`src/rtl/alu_op_issue.sv`:
```
// ALU operation issue: decodes ALUOp/Funct3/Funct7 into an ALU opcode and hands it to
// execute over valid/ready, with a one-entry skid register behind the output register.
module alu_op_issue #(
   parameter int OPCODE_LENGTH = 4,
   parameter int ALUOP_WIDTH   = 2,
   parameter int CNT_WIDTH     = 8
) (
   input  logic                     clk,
   input  logic                     reset,
   input  logic                     flush,
   input  logic                     in_valid,
   output logic                     in_ready,
   input  logic [ALUOP_WIDTH-1:0]   ALUOp,
   input  logic [2:0]               Funct3,
   input  logic [6:0]               Funct7,
   output logic                     out_valid,
   input  logic                     out_ready,
   output logic [OPCODE_LENGTH-1:0] Operation,
   output logic                     Illegal,
   output logic [CNT_WIDTH-1:0]     IllegalCount
);

   localparam logic [OPCODE_LENGTH-1:0] OP_AND   = OPCODE_LENGTH'(4'b0000);
   localparam logic [OPCODE_LENGTH-1:0] OP_OR    = OPCODE_LENGTH'(4'b0001);
   localparam logic [OPCODE_LENGTH-1:0] OP_ADD   = OPCODE_LENGTH'(4'b0010);
   localparam logic [OPCODE_LENGTH-1:0] OP_SUB   = OPCODE_LENGTH'(4'b0011);
   localparam logic [OPCODE_LENGTH-1:0] OP_XOR   = OPCODE_LENGTH'(4'b0100);
   localparam logic [OPCODE_LENGTH-1:0] OP_SLL   = OPCODE_LENGTH'(4'b0110);
   localparam logic [OPCODE_LENGTH-1:0] OP_EQUAL = OPCODE_LENGTH'(4'b1000);
   localparam logic [OPCODE_LENGTH-1:0] OP_ILL   = '1;
   localparam logic [6:0]               F7_ZERO  = 7'b0000000;
   localparam logic [6:0]               F7_ALT   = 7'b0100000;

   logic [OPCODE_LENGTH-1:0] op_p0;
   logic                     ill_p0;

   // Output (main) register and the skid register parked behind it
   logic [OPCODE_LENGTH-1:0] op_p1, op_sk;
   logic                     ill_p1, ill_sk;
   logic                     vld_p1, vld_sk;
   logic [CNT_WIDTH-1:0]     cnt;

   logic accept, consume;

   // Stage 0: combinational decode of the instruction fields
   always_comb begin
      op_p0  = OP_ILL;
      ill_p0 = 1'b1;
      if (ALUOp == ALUOP_WIDTH'(0)) begin
         op_p0  = OP_ADD;
         ill_p0 = 1'b0;
      end else if (ALUOp == ALUOP_WIDTH'(1)) begin
         op_p0  = (Funct3 == 3'b000) ? OP_EQUAL : OP_SUB;
         ill_p0 = 1'b0;
      end else if (ALUOp == ALUOP_WIDTH'(2)) begin
         case (Funct3)
            3'b000: begin
               if (Funct7 == F7_ZERO) begin
                  op_p0 = OP_ADD; ill_p0 = 1'b0;
               end else if (Funct7 == F7_ALT) begin
                  op_p0 = OP_SUB; ill_p0 = 1'b0;
               end
            end
            3'b111: if (Funct7 == F7_ZERO) begin op_p0 = OP_AND; ill_p0 = 1'b0; end
            3'b110: if (Funct7 == F7_ZERO) begin op_p0 = OP_OR;  ill_p0 = 1'b0; end
            3'b100: if (Funct7 == F7_ZERO) begin op_p0 = OP_XOR; ill_p0 = 1'b0; end
            3'b001: if (Funct7 == F7_ZERO) begin op_p0 = OP_SLL; ill_p0 = 1'b0; end
            default: ;
         endcase
      end else if (ALUOp == ALUOP_WIDTH'(3)) begin
         // Immediate forms ignore Funct7 except for the shift, where it is part of the encoding
         case (Funct3)
            3'b000: begin op_p0 = OP_ADD; ill_p0 = 1'b0; end
            3'b111: begin op_p0 = OP_AND; ill_p0 = 1'b0; end
            3'b110: begin op_p0 = OP_OR;  ill_p0 = 1'b0; end
            3'b100: begin op_p0 = OP_XOR; ill_p0 = 1'b0; end
            3'b001: if (Funct7 == F7_ZERO) begin op_p0 = OP_SLL; ill_p0 = 1'b0; end
            default: ;
         endcase
      end
   end

   assign in_ready = reset && !vld_sk;
   assign accept   = in_valid && in_ready;
   assign consume  = vld_p1 && out_ready;

   // Stage 1: main/skid registers; flush outranks both accept and consume
   always_ff @(posedge clk) begin
      if (!reset) begin
         vld_p1 <= 1'b0;
         op_p1  <= '0;
         ill_p1 <= 1'b0;
         vld_sk <= 1'b0;
         op_sk  <= '0;
         ill_sk <= 1'b0;
         cnt    <= '0;
      end else if (flush) begin
         vld_p1 <= 1'b0;
         vld_sk <= 1'b0;
      end else begin
         if (!vld_p1 || consume) begin
            if (vld_sk) begin
               op_p1  <= op_sk;
               ill_p1 <= ill_sk;
               vld_p1 <= 1'b1;
               vld_sk <= 1'b0;
            end else if (accept) begin
               op_p1  <= op_p0;
               ill_p1 <= ill_p0;
               vld_p1 <= 1'b1;
            end else begin
               vld_p1 <= 1'b0;
            end
         end else if (accept) begin
            op_sk  <= op_p0;
            ill_sk <= ill_p0;
            vld_sk <= 1'b1;
         end
         if (accept && ill_p0 && (cnt != '1))
            cnt <= cnt + 1'b1;
      end
   end

   assign out_valid    = vld_p1;
   assign Operation    = op_p1;
   assign Illegal      = ill_p1;
   assign IllegalCount = cnt;

endmodule

```
`config.mk`:
```
export PLATFORM = sky130hd
export DESIGN_NAME = alu_op_issue
export DESIGN_NICKNAME = d
export VERILOG_FILES = /design/src/rtl/alu_op_issue.sv
export SDC_FILE = /design/constraint.sdc
export NUM_CORES = 1
export LEC_CHECK = 0
export ABC_AREA = 0
export ABC_CLOCK_PERIOD_IN_PS = 2800
export BUFFER_PORTS_ARGS = -buffer_cell sky130_fd_sc_hd__buf_4
export CAP_MARGIN = 25
export CORE_UTILIZATION = 50
export CTS_CLUSTER_SIZE = 28
export DETAILED_ROUTE_END_ITERATION = 10
export GPL_TIMING_DRIVEN = 0
export PLACE_DENSITY = 0.78
export RECOVER_POWER = 100
export SYNTH_ARGS = -nofsm -noshare
export SYNTH_HDL_FRONTEND = slang
export SYNTH_SLANG_ARGS = --single-unit
```
`constraint.sdc`:
```
create_clock -name clk -period 2.8 [get_ports clk]
set_clock_uncertainty 0.15 [all_clocks]
set_input_delay 0.28 -clock clk [delete_from_list [all_inputs] [get_ports clk]]
set_output_delay 0.28 -clock clk [all_outputs]
set_load 0.01 [all_outputs]
```
; Word level (Yosys, flattened, before mapping)
; Cells that the tools add are included.
; Widths: inputs -> output; s select.
[word_totals]
out_inout_bits = 15
register_bits = 20
[op_classes]
n_mux = 28
reduce_logical = 19
bitwise = 3
n_addsub = 1
n_eq_ne = 9
[op_table]
columns = operator, count
row1 = $mux 4, 13
row2 = $pmux 4 s5, 2
row3 = $mux 1, 11
row4 = $eq 3x3->1 const B, 3
row5 = $add 8x1->8 const B, 1
row6 = $ne 8x8->1 const B, 1
row7 = $reduce_or 4->1, 2
row8 = $eq 7x6->1 const B, 1
row9 = $logic_not 7->1, 1
row10 = $reduce_and 3->1, 2
row11 = $logic_and 1x1->1, 5
row12 = $eq 2x2->1 const B, 2
row13 = $pmux 1 s2, 2
row14 = $eq 3x1->1 const B, 1
row15 = $logic_not 3->1, 1
row16 = $not 1->1, 3
row17 = $reduce_or 3->1, 1
row18 = $eq 2x1->1 const B, 1
row19 = $logic_not 1->1, 2
row20 = $logic_not 2->1, 1
row21 = $reduce_and 2->1, 1
row22 = $reduce_bool 2->1, 1
row23 = $reduce_or 2->1, 1
row24 = $logic_or 1x1->1, 1

; Longest topological paths before layout
[logic_depth]
ltp_word = 10
depth_mapped = 7
depth_no_buf = 6

; Worst setup path after synthesis
; Ideal clock, no wire load.
[synth_path]
path_type = reg2reg
startpoint = reg cnt[0], in the netlist IllegalCount[0]
endpoint = reg cnt[5], in the netlist IllegalCount[5]
synth_period_minus_slack_ns = 2.021
path_buffers = 0
path_slack_ns = 0.779
arrival_time_ns = 1.800
setup_ns = 0.071
stages_incl_launch_ff = 7
path_cell_list = dfxtp_1 -> ha_1 -> and3_1 -> a31o_1 -> or2_2 -> or4_1 -> a21oi_1
[synth_via]
elab_chain_cells = 3
word_cells_on_any_way = 4
classes_between = 1 x add/sub / 1 x eq/ne / 2 x reduce/logical
[synth_rtl]
columns = element, line
row1 = from (decl), 41  ; logic [CNT_WIDTH-1:0] cnt;
row2 = from (signal assigned), 120  ; cnt <= cnt + 1'b1;
row3 = "parallel branches: the longest is 3 deep, another holds $add 8x1->8", -
; Several ways; the timed one is not identified.
; A chain may end at the register's enable or synchronous reset.

; Final worst setup path
; Same ends and word-level chain as after synthesis.

==> metrics <==
outcome=finished clean; YS warnings=0; FILL cells=around 180; slack of the critical path=slightly below 700 ps; die width=between 40 and 50 microns; Max-cap violations=0; I/O pin total=32; Routed WL=approximately 2.7 mm; WHS Path Cells=3; leakage power=approximately 0.49 nW; final-report setup violation count=0; initial antenna violation count=0; hold path endpoint=out_valid; FP Rows=16; CTS tree=done; Starting DRT DRC Count=28; largest net degree at the start of global routing=13; DP Worst Slack=717 ps; first-pass GRT wire length=4.64 mm; slew of the pin with the lowest slew margin=1100 ps; sequential-to-total area share from yosys stat=0.361; share of layout cells above drive strength 1=0.145; Worst-path clk slew=roughly 120 ps; P&R area growth vs syn=22.2%; #FFs+latches synth=20; H-tree Lvls=1; Routed Antenna Nets=0; Synth cell types=38; Cell Area, Synth=about 1100 sq um; setup_tns=0 ps; Gate Count Post-Synth=140; RR Endpoint=IllegalCount[5]; Clock Path Buffers=2; worst endpoint required time=approximately 2900 ps; Global Route met1 Usage=0.317; Final HPWL DP=1.98 mm; Die Ht=49.1 microns; Avg WL per Cell=13.7 microns; fmax=around 470 MHz; Crit Path Class=reg -> reg; minimum clock period=approximately 2100 ps; Die Footprint=about 2400 sq um; cell count of the worst reg-to-reg path=6; CTS Hold Bufs=0; # DRC=0; total grt overflow=0; critical path arrival=approximately 2200 ps; port buffer count=29; initial cell density of the core=0.549; via/cell ratio=5.87; CP max FO=5; synthesized area per cell=~7.9 sq um; overall power=0.613 mW; Max IR drop VDD=a little under 0.4 mV; Critical Path End Type=flop; Final Cell Area=between 1000 and 1500 sq um; commonest non-fill, non-tap cell in the layout=clkbuf_1; Hold Path Class=in -> reg; met3 usage=0.0561; clock sink total=20; M2 GR Usage=0.425; post-synth net total=between 150 and 200; Placeable Area=~2000 sq um; # Post-CTS Setup Buffers=0; worst hold margin=127 ps; Total GRT Usage=0.248; Final period util=0.757; reg2reg setup slack=680 ps; most frequent cells in the layout=clkbuf_1 (22), dfxtp_1 (20), a21oi_1 (15); relative slew slack=0.266; fin. max-slew vios=0; global placer's final weighted congestion=approximately 0.9; Hold Startpoint=flush; origin of the critical flop-to-flop path=IllegalCount[0]; Fin. Hold Viols=0; via count=~1200; Root Driver=clkbuf_4; Num CTS Buffers=3; RSZ-0062 raised after global routing=false; pwr dens=452 nW/um^2; worst skew pair latency=310 ps; Final Non-Filler Cells=200; Post-CTS Resized=0; startpoint types=flop; placed cells=a little under 200; diode count=0; Layout Utilization=0.671; Final Net Count=roughly 190; GRT Max-Usage Layer=met2; footprint of the multi-input gates=between 600 and 700 sq um; vias in the first global route=1074; Sequential cell area=400 sq um; DR pass1 iterations=4; area post-placement=between 1000 and 1500 sq um
==> final cells by class <==
class                           instances  share of cell area
Multi-Input combinational cell        107               0.484
Timing Repair Buffer                   29               0.119
Clock inverter                          1              0.0221
Clock buffer                            3              0.0166
Sequential cell                        20               0.295
Buffer                                  9              0.0268
Inverter                                4              0.0111
Tap cell                               27              0.0249
==> worst max path at each step <==
stage,startpoint,end,slack (ps)
floorplan,IllegalCount[0],IllegalCount[5],780
global placement,Funct7[1],Illegal,720
detailed placement,IllegalCount[0],IllegalCount[5],720
CTS,IllegalCount[0],IllegalCount[5],680
global route,IllegalCount[0],IllegalCount[5],560
finish,IllegalCount[0],IllegalCount[5],680
==> Yosys cell counts (all sizes together) <==
cell type | n | area (sq um)
o21ai | 11 | 55.1
a21o | 1 | 7.51
and4b | 1 | 10.0
o21a | 4 | 30.0
or2 | 2 | 12.5
maj3 | 1 | 10.0
nand4bb | 1 | 11.3
o22ai | 3 | 18.8
nor3 | 4 | 20.0
a22oi | 1 | 7.51
a21oi | 15 | 75.1
inv | 4 | 15.0
a31o | 3 | 26.3
o31ai | 5 | 37.5
or4 | 4 | 30.0
ha | 1 | 12.5
nor4 | 1 | 6.26
dfxtp | 20 | 400
a41o | 1 | 10.0
and3 | 2 | 12.5
nor2b | 2 | 20.0
mux2i | 3 | 30.0
buf | 3 | 15.0
o2bb2ai | 1 | 8.76
a311o | 1 | 10.0
nand2b | 4 | 25.0
and2 | 1 | 6.26
clkbuf | 6 | 22.5
a31oi | 2 | 12.5
nand3 | 6 | 30.0
nor3b | 1 | 7.51
nor2 | 6 | 22.5
or3 | 4 | 25.0
nand2 | 13 | 48.8
a311oi | 2 | 17.5
==> flip-flops by register name (all words and copies together) (netlist names) <==
signal,count
Illegal,1
vld_sk,1
IllegalCount,8
ill_sk,1
Operation,4
out_valid,1
op_sk,4
==> metal layers <==
layer,vias to the layer above,wire length [microns]
li1,593,-
met1,549,1260
met2,27,1310
met3,5,135
met4,0,26
met5,-,0
==> critical path, cell delays in order, from the launching register on <==
cell     delay, ps
dfxtp_1        360
ha_1           250
and3_1         190
a31o_1         210
or2_2          320
or4_1          410
a21oi_1        150
==> where the power goes <==
part	internal (mW)	switching [mW]	total (mW)
clock	0.145	0.0917	0.237
combinational	0.0361	0.0483	0.0844
sequential	0.290	0.00269	0.292
==> logic make-up (layout without fill, tap and decap cells) <==
kind of cell | Yosys count | after routing | share of synthesized area
compound gates | 50 | 50 | 0.285
fa+ha+maj | 2 | 2 | 0.0203
buf+inv | 13 | 46 | 0.0473
flops | 20 | 20 | 0.361
mux | 3 | 3 | 0.0271
simple gates | 52 | 52 | 0.259
Power figures use the tool's default switching activity.
